[config.mk]
export PLATFORM = sky130hd
export DESIGN_NAME = hazard_ctrl
export DESIGN_NICKNAME = d
export VERILOG_FILES = /design/src/rtl/hazard_ctrl.sv
export SDC_FILE = /design/constraint.sdc
export NUM_CORES = 1
export LEC_CHECK = 0
export CAP_MARGIN = 20
export CORE_UTILIZATION = 35
export DETAILED_ROUTE_END_ITERATION = 7
export GPL_TIMING_DRIVEN = 0
export PLACE_DENSITY = 0.66
export SYNTH_ARGS = -nofsm -noshare
export SYNTH_HDL_FRONTEND = slang
export SYNTH_SLANG_ARGS = --single-unit
[constraint.sdc]
create_clock -name clk -period 2.3 [get_ports clk]
set_clock_uncertainty 0.2 [all_clocks]
set_input_delay 0.46 -clock clk [delete_from_list [all_inputs] [get_ports clk]]
set_output_delay 0.46 -clock clk [all_outputs]
set_load 0.01 [all_outputs]
[src/rtl/hazard_ctrl.sv]
// Hazard controller for the five-stage MIPS pipeline: shadow E/M/W tracking, stall, forwarding, stall count.
// Optional MDU interlock enabled by defining HAZARD_MDU_STALL_EN.
module hazard_ctrl (
  input  logic        clk,
  input  logic        reset,
  input  logic [4:0]  d_a1,
  input  logic [4:0]  d_a2,
  input  logic [1:0]  d_tuse1,
  input  logic [1:0]  d_tuse2,
  input  logic [4:0]  d_a3,
  input  logic [1:0]  d_tnew,
  input  logic        d_mdureq,
  input  logic        mdu_start,
  input  logic        mdu_busy,
  output logic        stall,
  output logic [1:0]  fwd_d1,
  output logic [1:0]  fwd_d2,
  output logic [1:0]  fwd_e1,
  output logic [1:0]  fwd_e2,
  output logic [31:0] stall_cnt
);

  localparam logic [1:0] FWD_NONE = 2'd0;
  localparam logic [1:0] FWD_NEAR = 2'd1;
  localparam logic [1:0] FWD_FAR  = 2'd2;

  logic [4:0] e_a1, e_a2, e_a3, m_a3, w_a3;
  logic [1:0] e_tnew, m_tnew;

  logic       data_stall1, data_stall2, mdu_stall;

  function automatic logic [1:0] sat_dec(input logic [1:0] t);
    return (t == 2'd0) ? 2'd0 : t - 2'd1;
  endfunction

  // An E match shadows any M match for the same operand, for both stall and forwarding.
  function automatic logic op_stall(input logic [4:0] a, input logic [1:0] tuse,
                                    input logic [4:0] ea3, input logic [1:0] etn,
                                    input logic [4:0] ma3, input logic [1:0] mtn);
    logic hit_e, hit_m;
    hit_e = (a != 5'd0) && (a == ea3);
    hit_m = (a != 5'd0) && (a == ma3);
    if (hit_e) return etn > tuse;
    return hit_m && (mtn > tuse);
  endfunction

  function automatic logic [1:0] op_fwd_d(input logic [4:0] a,
                                          input logic [4:0] ea3, input logic [1:0] etn,
                                          input logic [4:0] ma3, input logic [1:0] mtn);
    logic hit_e, hit_m;
    hit_e = (a != 5'd0) && (a == ea3);
    hit_m = (a != 5'd0) && (a == ma3);
    if (hit_e) return (etn == 2'd0) ? FWD_NEAR : FWD_NONE;
    if (hit_m && (mtn == 2'd0)) return FWD_FAR;
    return FWD_NONE;
  endfunction

  function automatic logic [1:0] op_fwd_e(input logic [4:0] a,
                                          input logic [4:0] ma3, input logic [1:0] mtn,
                                          input logic [4:0] wa3);
    if ((a != 5'd0) && (a == ma3) && (mtn == 2'd0)) return FWD_NEAR;
    if ((a != 5'd0) && (a == wa3)) return FWD_FAR;
    return FWD_NONE;
  endfunction

`ifdef HAZARD_MDU_STALL_EN
  assign mdu_stall = d_mdureq && (mdu_busy || mdu_start);
`else
  // MDU inputs are deliberately inert in this build; the MDU is interlocked elsewhere.
  assign mdu_stall = 1'b0 & d_mdureq & mdu_busy & mdu_start;
`endif

  always_comb begin
    data_stall1 = 1'b0;
    data_stall2 = 1'b0;
    fwd_d1      = FWD_NONE;
    fwd_d2      = FWD_NONE;
    fwd_e1      = FWD_NONE;
    fwd_e2      = FWD_NONE;
    data_stall1 = op_stall(d_a1, d_tuse1, e_a3, e_tnew, m_a3, m_tnew);
    data_stall2 = op_stall(d_a2, d_tuse2, e_a3, e_tnew, m_a3, m_tnew);
    fwd_d1      = op_fwd_d(d_a1, e_a3, e_tnew, m_a3, m_tnew);
    fwd_d2      = op_fwd_d(d_a2, e_a3, e_tnew, m_a3, m_tnew);
    fwd_e1      = op_fwd_e(e_a1, m_a3, m_tnew, w_a3);
    fwd_e2      = op_fwd_e(e_a2, m_a3, m_tnew, w_a3);
  end

  assign stall = data_stall1 | data_stall2 | mdu_stall;

  always_ff @(posedge clk or posedge reset) begin
    if (reset) begin
      e_a1   <= 5'd0;
      e_a2   <= 5'd0;
      e_a3   <= 5'd0;
      e_tnew <= 2'd0;
      m_a3   <= 5'd0;
      m_tnew <= 2'd0;
      w_a3   <= 5'd0;
    end else begin
      if (stall) begin
        e_a1   <= 5'd0;
        e_a2   <= 5'd0;
        e_a3   <= 5'd0;
        e_tnew <= 2'd0;
      end else begin
        e_a1   <= d_a1;
        e_a2   <= d_a2;
        e_a3   <= d_a3;
        e_tnew <= sat_dec(d_tnew);
      end
      m_a3   <= e_a3;
      m_tnew <= sat_dec(e_tnew);
      w_a3   <= m_a3;
    end
  end

  always_ff @(posedge clk or posedge reset) begin
    if (reset)      stall_cnt <= 32'd0;
    else if (stall) stall_cnt <= stall_cnt + 32'd1;
  end

endmodule

==> qor.yml, run 1 <==
status: "finished, violations left"
failed_checks: "setup timing"
path_class: "in -> out"
postRouteAntennaNets: 0
cts.htree.levels: 3
p_leak_nw: 1.91
cts_tree: "built"
grt_pass1_vias: 2571
clockRootBuffer: "clkbuf_8"
gp_congestion: 0.817
cp-start-kind: "primary input"
cts.sinks: 61
setup_violations: 8
fin_crit_sh_pct: 111
grt_pass1_wl_um: 13000
antenna_found_initial: 0
final_cells: 496
register_area_mm2: 0.00153
cp.arrival_ns: 1.89
wl_per_cell_um: 15.6
setup_tns_ns: -1.22
start_util_pct: 35.9
synthArstFlopShare_pct: 100
fin_util_pct: 51.0
vias_per_cell: 5.01
grt_util_met2_pct: 27.5
hold_path.class: "in -> reg"
grt_start_max_net_pins: 33
clock_path_buffers: 2
clk_latency_ns: 0.34
drc: 0
synth-edff-count: 0
drt_pass1_iterations: 4
grt_usage_pct: 17.0
syn2layout_area_growth_pct: 42.0
fin_ws_ns: -0.249
vdd_drop_max_uv: 381
ys_top_cells_by_area: "dfrtp_1, xnor2_1, xor2_1"
cts_hold_buf: 0
drt-total-wl_um: 7760
use_met1_pct: 22.7
period_needed_ns: 2.55
syn_nets: 320
grt_overflow: 0
worstSetupEndpointType: "primary output"
detailedPlace.worstSlack_ns: -1.18
rows: 35
syn_area_per_cell_um2: 11.6
synth.most_common_cell: "dfrtp_1"
dieArea_mm2: 0.00982
crit_chain: "buf_4 > or4_4 > o211ai_2 > a211o_4 > o22ai_4 > nor2_4 > inv_2 > buf_6"
numCtsBuffers: 9
report.final.slew_viol_count: 0
maxCapViolCount: 0
placed_cell_area_mm2: 0.00409
grt_util_met3_pct: 3.87
final_area_mm2: 0.00469
place.detailed.instances: 460
synth_top_area_share_pct: 46.3
grt_setup_unrepaired: "yes"
nets: 415
yosys_register_bits: 61
cp_max_fo: 4
synth-seq-area-share_pct: 46.3
die_w_um: 99.1
drt_first_iter_violations: 61
synth_cells: 285
cpPeakStageDelay_ns: 0.54
busiest_layer: "met2"
synth_cell_types: 37
drive_gt1_share_pct: 33.8
multi_input_area_mm2: 0.00190
die_h_um: 99.1
crit_required_ns: 1.64
synthTopCellsByCount: "dfrtp_1, xnor2_1, xor2_1"
relSlewSlack_pct: 56.1
slowest_stage: "or4_4"
yosys_warnings: 0
ioPinCount: 67
vias: 2484
coreArea_mm2: 0.00920
numPortBuffers: 63
diodes: 0
holdWs_ns: 0.156
yosysTopAreaCell: "dfrtp_1"
clk_pin_slew_ns: 0.07
design_power_total_mw: 2.74
dp_hpwl_um: 5280
timing.fmax_ghz: 0.392
netlist_area_mm2: 0.00330
num-fill-cells: 838
ys.flop_type: "dfrtp_1"
worstMarginPinSlew_ns: 0.658
report.final.hold_viol_count: 0
p_per_area_mw_per_mm2: 584
-- flip-flops by register name, indices dropped and copies added (netlist names) --
| name | flops |
|---|---|
| e_a3 | 5 |
| e_a1 | 5 |
| w_a3 | 5 |
| m_a3 | 5 |
| stall_cnt | 32 |
| m_tnew | 2 |
| e_a2 | 5 |
| e_tnew | 2 |
-- repair_timing --
action | CTS | global route
endpoints found under the setup margin | 58 | 43
buffers inserted | 16 | 6
gates cloned | 0 | 1
gates resized for setup | 119 | 29
pin swaps | 29 | 15
endpoints found under the hold margin | 0 | 0
-- cells in the final DEF (no fill, tap or decap), drive strengths merged, types with 2 or more instances in the layout --
master         count
nand3              4
and2              18
nor2b              4
clkdlybuf4s50     40
nor2              12
nand2              6
dlygate4sd2        5
o211ai            16
xor2              24
o21ai              9
clkbuf            16
and3               9
o22ai              2
xnor2             47
nor4               6
dfrtp             61
ha                 9
inv                9
and4               5
a211o              4
o2111ai            9
buf               46
nor3               5
a21oi              2
nand4              4
or4                6
-- cell type report --
| type | instances | share of cell area [%] |
|---|---|---|
| well taps | 111 | 2.96 |
| inverters | 9 | 0.721 |
| multi-input cells | 204 | 40.5 |
| plain buffers | 9 | 2.11 |
| repair buffers | 86 | 16.5 |
| flip-flops and latches | 61 | 32.7 |
| clock buffers | 13 | 3.60 |
| clock inverters | 3 | 0.908 |
-- critical path: cells and delay by family --
family | cells | cell delay (ns)
buffers and inverters | 3 | 0.30
AND/OR/NAND/NOR | 2 | 0.67
AO/OA/AOI/OAI | 3 | 0.45
-- worst paths after layout --
path	slack, ns	from	cells after the start	to
min reg2reg	0.23	e_a3[2]	0	m_a3[2]
max	-0.25	d_a1[2]	8	stall
min in group asynchronous	0.34	reset	2	stall_cnt[27]
max reg2reg	0.05	m_a3[0]	8	stall_cnt[31]
min	0.16	d_a2[3]	2	e_a2[3]
max in group asynchronous	0.95	reset	3	m_a3[1]
-- logic make-up after synthesis --
logic type / after synthesis / share of synthesized area [%]
AO/OA/AOI/OAI: 42 / 12.1
flip-flops: 61 / 46.3
multiplexers: 1 / 0.455
adder cells (fa/ha/maj): 9 / 3.41
AND/OR/NAND/NOR: 81 / 15.4
XOR/XNOR: 71 / 18.8
buffers and inverters: 20 / 3.49
-- where the power goes --
part	leakage, nW	switching (mW)	internal [mW]
Sequential	0.782	0.0774	1.14
Clock	0.106	0.427	0.588
Combinational	1.02	0.235	0.272
Total	1.91	0.739	2.00
-- per-layer routing --
layer	share of wire, %	vias to the layer above
met5	0	-
met4	1.6	0
met3	3.7	9
met2	48	49
met1	46	1227
li1	-	1199
(Power assumes the default switching activity.)
==> run 2: changes to the inputs <==
--- a/config.mk
+++ b/config.mk
@@ -7,6 +7,7 @@
 export LEC_CHECK = 0
 export CAP_MARGIN = 20
 export CORE_UTILIZATION = 35
+export CTS_BUF_LIST = sky130_fd_sc_hd__clkbuf_4 sky130_fd_sc_hd__clkbuf_8 sky130_fd_sc_hd__clkbuf_16
 export DETAILED_ROUTE_END_ITERATION = 7
 export GPL_TIMING_DRIVEN = 0
 export PLACE_DENSITY = 0.66
==> run 2 against run 1 <==
Effect of this change: the flow still finishes with violations (setup timing); largest cell class unchanged; die area stayed put; power is 0.45% higher; critical path type unchanged; critical endpoint unchanged; sequential power hardly changed.
==> qor.yml, run 2 (synthesis gave the netlist of run 1 again) <==
path_class: "in -> out"
status: "finished, violations left"
postRouteAntennaNets: 0
p_leak_nw: 1.91
setup_violations: 8
grt_usage_pct: 17.0
holdWs_ns: 0.156
dp_hpwl_um: 5280
grt_start_max_net_pins: 33
drc: 0
final_cell_mix: "dfrtp_1, clkdlybuf4s50_1, xnor2_1"
drt-total-wl_um: 7760
crit_required_ns: 1.64
gp_congestion: 0.817
rows: 35
p_per_area_mw_per_mm2: 586
period_needed_ns: 2.55
failed_checks: "setup timing"
p_sw_mw: 0.740
ioPinCount: 67
drive_gt1_share_pct: 34.0
grt_setup_unrepaired: "yes"
numCtsBuffers: 9
numPortBuffers: 63
maxCapViolCount: 0
nets: 415
slowest_stage: "or4_4"
register_area_mm2: 0.00153
largest_register_ffs: 32
design_power_total_mw: 2.75
seqPwrFrac_pct: 44.2
clock_path_buffers: 2
critPathTopFamily: "simple AND/OR/NAND/NOR gates"
drt_pass1_iterations: 4
crit_chain: "buf_4 > or4_4 > o211ai_2 > a211o_4 > o22ai_4 > nor2_4 > inv_2 > buf_6"
layout_commonest_cell: "dfrtp_1"
final_area_mm2: 0.00469
final_cells: 496
vias: 2487
clockRootBuffer: "clkbuf_8"
cts.htree.levels: 3
placed_cell_area_mm2: 0.00409
grt_overflow: 0
crit_buf_inv: 3
syn2layout_area_growth_pct: 42.1
regMostFlops: "stall_cnt"
vdd_drop_max_uv: 381
drt_first_iter_violations: 61
dieArea_mm2: 0.00982
multi_input_area_mm2: 0.00190
cp-start-kind: "primary input"
vias_per_cell: 5.01
cts.sinks: 61
coreArea_mm2: 0.00920
worstSetupEndpointType: "primary output"
hold_path.class: "in -> reg"
timing.fmax_ghz: 0.392
die_w_um: 99.1
start_util_pct: 35.9
diodes: 0
cts_tree: "built"
num-fill-cells: 836
share_comb_of_total_power_pct: 18.5
netSwitchingFraction_pct: 26.9
report.final.slew_viol_count: 0
fin_crit_sh_pct: 111
cp.arrival_ns: 1.89
grt_pass1_wl_um: 13000
die_h_um: 99.1
clk_latency_ns: 0.34
p_int_mw: 2.01
place.detailed.instances: 460
fin_ws_ns: -0.251
grt_pass1_vias: 2571
report.final.hold_viol_count: 0
cpPeakStageDelay_ns: 0.54
antenna_found_initial: 0
clk_pin_slew_ns: 0.07
cp_max_fo: 4
worstMarginPinSlew_ns: 0.657
relSlewSlack_pct: 56.1
clkPwrFrac_pct: 37.4
cts_hold_buf: 0
wl_per_cell_um: 15.7
[run 2: cell count changes in the layout (fill, tap and decap cells not counted)]
| cell | delta |
|---|---|
| clkbuf_4 | +1 |
| clkbuf_1 | -1 |
[run 2: metal layers]
layer / vias to the layer above / GRT usage (%) / part of all wire (%)
met5: - / 0 / 0
met4: 0 / 5.66 / 1.6
met3: 9 / 3.87 / 3.8
met2: 51 / 27.5 / 48
met1: 1228 / 22.7 / 46
li1: 1199 / - / -
[run 2: worst paths after layout]
kind	start	end	slack, ns	cells past startpoint
min in group asynchronous	reset	stall_cnt[27]	0.34	2
max reg2reg	m_a3[0]	stall_cnt[31]	0.05	8
max	d_a1[2]	stall	-0.25	8
min	d_a2[3]	e_a2[3]	0.16	2
min reg2reg	e_a3[2]	m_a3[2]	0.23	0
max in group asynchronous	reset	m_a3[1]	0.95	3
[run 2: layout make-up]
type | count | share of cell area (%)
plain buffers | 9 | 2.11
multi-input cells | 204 | 40.4
inverters | 9 | 0.720
clock inverters | 3 | 0.907
flip-flops and latches | 61 | 32.7
repair buffers | 86 | 16.5
clock buffers | 13 | 3.68
well taps | 111 | 2.96
[run 2: what timing repair did]
action / in CTS / in global routing
buffers inserted: 16 / 6
gates cloned: 0 / 1
gates resized for setup: 119 / 29
setup endpoints to repair: 58 / 43
pin swaps: 29 / 15
[run 2: worst register-to-register path, delay by kind of cell (launching register included)]
family | cells | cell delay [ns]
DFF | 1 | 0.45
AOI/OAI and AO/OA | 4 | 0.80
buffers and inverters | 2 | 0.36
xor gates and xnor gates | 2 | 0.32
[run 2: per-stage QoR]
stage                     setup slack (ns)  util (%)  setup TNS, ns
after floorplan                     0.0427         -              0
after global placement               -1.20      44.2         -92.84
after detailed placement             -1.18      44.5         -32.69
after CTS                           -0.255      49.6          -1.53
after global routing                -0.350      51.0          -2.48
final                               -0.251      51.0          -1.23
[run 2: power by group through the flow]
stage	Combinational, mW	Clock (mW)	Sequential, mW
2_1_floorplan	0.236	0	1.23
4_1_cts	0.478	1.03	1.21
5_1_grt	0.555	1.09	1.22
3_5_place_dp	0.413	0	1.23
6_report	0.507	1.03	1.22
3_3_place_gp	0.403	0	1.23
==> run 3: changes to the inputs <==
--- a/config.mk
+++ b/config.mk
@@ -11,6 +11,7 @@
 export DETAILED_ROUTE_END_ITERATION = 7
 export GPL_TIMING_DRIVEN = 0
 export PLACE_DENSITY = 0.66
+export REMOVE_ABC_BUFFERS = 1
 export SYNTH_ARGS = -nofsm -noshare
 export SYNTH_HDL_FRONTEND = slang
 export SYNTH_SLANG_ARGS = --single-unit
==> run 3 against run 2 <==
Effect of this change: the flow still finishes with violations (setup timing); final area is 6.2% higher; sequential share of layout area is 1.8 points lower; non-clock buffer count is 16 higher; via count is 5.4% higher; critical path depth stayed put; hold slack better by 0.080 ns; die area stayed put; global-route usage is 2.5 points higher; combinational power is 18% higher; largest cell class unchanged.
==> qor.yml, run 3 (synthesis gave the netlist of run 1 again) <==
report.final.hold_viol_count: 0
min_from: "d_a1[2]"
drt-total-wl_um: 9130
vias: 2622
grt_setup_unrepaired: "yes"
clock_path_buffers: 2
dieArea_mm2: 0.00982
crit_required_ns: 1.64
start_util_pct: 35.9
detailedPlace.worstSlack_ns: -1.83
seqPwrFrac_pct: 43.7
period_needed_ns: 2.59
p_int_mw: 2.01
fin_util_pct: 54.2
p_per_area_mw_per_mm2: 563
crit_buf_inv: 3
cp-start-kind: "primary input"
grt_pass1_wl_um: 14500
postRouteAntennaNets: 0
netSwitchingFraction_pct: 28.3
drc: 0
timing.fmax_ghz: 0.386
vias_per_cell: 5.10
diodes: 0
hold_path.class: "in -> reg"
clkPwrFrac_pct: 34.9
share_comb_of_total_power_pct: 21.4
cts.sinks: 61
cp_max_fo: 4
rows: 35
die_w_um: 99.1
layout_commonest_cell: "dfrtp_1"
setup.worst_path.start: "d_a2[2]"
nets: 433
cts_hold_buf: 0
clk_latency_ns: 0.34
grt_overflow: 0
relSlewSlack_pct: 53.8
ioPinCount: 67
critPathTopFamily: "simple AND/OR/NAND/NOR gates"
die_h_um: 99.1
cp.arrival_ns: 1.93
worstSetupEndpointType: "primary output"
wl_per_cell_um: 17.8
grt_pass1_vias: 2812
grt_usage_pct: 19.5
final_cells: 514
cts_tree: "built"
clockRootBuffer: "clkbuf_8"
vdd_drop_max_uv: 371
maxCapViolCount: 0
fin_crit_sh_pct: 113
dp_hpwl_um: 5090
numPortBuffers: 63
p_sw_mw: 0.793
drive_gt1_share_pct: 42.2
path_class: "in -> out"
place.detailed.instances: 449
drt_pass1_iterations: 4
numCtsBuffers: 9
report.final.slew_viol_count: 0
antenna_found_initial: 0
cts.htree.levels: 3
grt_start_max_net_pins: 33
crit_chain: "buf_2 > or4_4 > o211ai_4 > a211o_4 > o22ai_4 > nor2_4 > inv_2 > buf_6"
regMostFlops: "stall_cnt"
slowest_stage: "or4_4"
largest_register_ffs: 32
syn2layout_area_growth_pct: 51.0
final_cell_mix: "dfrtp_1, clkdlybuf4s50_1, buf_4"
r2r_start: "e_a3[4]"
status: "finished, violations left"
cpPeakStageDelay_ns: 0.58
fin_ws_ns: -0.289
coreArea_mm2: 0.00920
setup_violations: 22
clk_pin_slew_ns: 0.06
gp_congestion: 0.775
p_leak_nw: 2.05
drt_first_iter_violations: 51
worstMarginPinSlew_ns: 0.693
failed_checks: "setup timing"
[run 3: changes by cell type in the layout (fill, tap and decap cells not counted), moves of 3 or more]
cell / previous run / this run
buf_4: 23 / 35
dfrtp_1: 55 / 49
dfrtp_2: 6 / 12
xnor2_1: 39 / 33
xnor2_2: 8 / 14
buf_6: 7 / 10
[run 3: per-stage QoR]
step	hold slack [ns]	TNS [ns]	cell area [um2]	total power, mW
after floorplan	0.209	-4.43	3220	1.45
after global placement	0.234	-111.99	3990	1.63
after detailed placement	0.234	-52.26	4010	1.64
after CTS	0.200	-1.15	4670	2.73
after global routing	0.229	-4.38	4980	2.92
final	0.236	-2.11	4980	2.80
[run 3: final cells by class]
class | instances | area, um2
Tap cell | 111 | 139
Sequential cell | 61 | 1540
Clock buffer | 12 | 153
Timing Repair Buffer | 111 | 1030
Fill cell | 790 | 4220
Multi-Input combinational cell | 206 | 2030
Inverter | 9 | 33.8
Clock inverter | 4 | 47.5
[run 3: worst paths after layout]
path                            endpoint  cells past startpoint  slack (ns)
max in group asynchronous   stall_cnt[3]                      3        0.93
min                              e_a1[2]                      2        0.24
min reg2reg                      m_a3[3]                      0        0.25
max                                stall                      8       -0.29
min in group asynchronous        e_a1[4]                      2        0.35
max reg2reg                stall_cnt[22]                      9       -0.06
[run 3: power by group through the flow]
stage	Clock (mW)	Combinational (mW)	Sequential, mW
6_report	0.979	0.599	1.22
2_1_floorplan	0	0.222	1.23
5_1_grt	1.04	0.645	1.23
3_3_place_gp	0	0.387	1.24
4_1_cts	0.995	0.523	1.22
3_5_place_dp	0	0.401	1.24
[run 3: what timing repair did]
action,in CTS,in global routing
setup buffers,36,13
setup endpoints to repair,58,37
gates cloned,2,2
resized for setup,124,40
pin swaps,33,28
[run 3: routing by layer]
layer	global-route usage, %	part of all wire [%]
met3	5.27	4.4
met5	0	0
met4	6.33	1.1
met1	24.8	43
met2	32.3	51
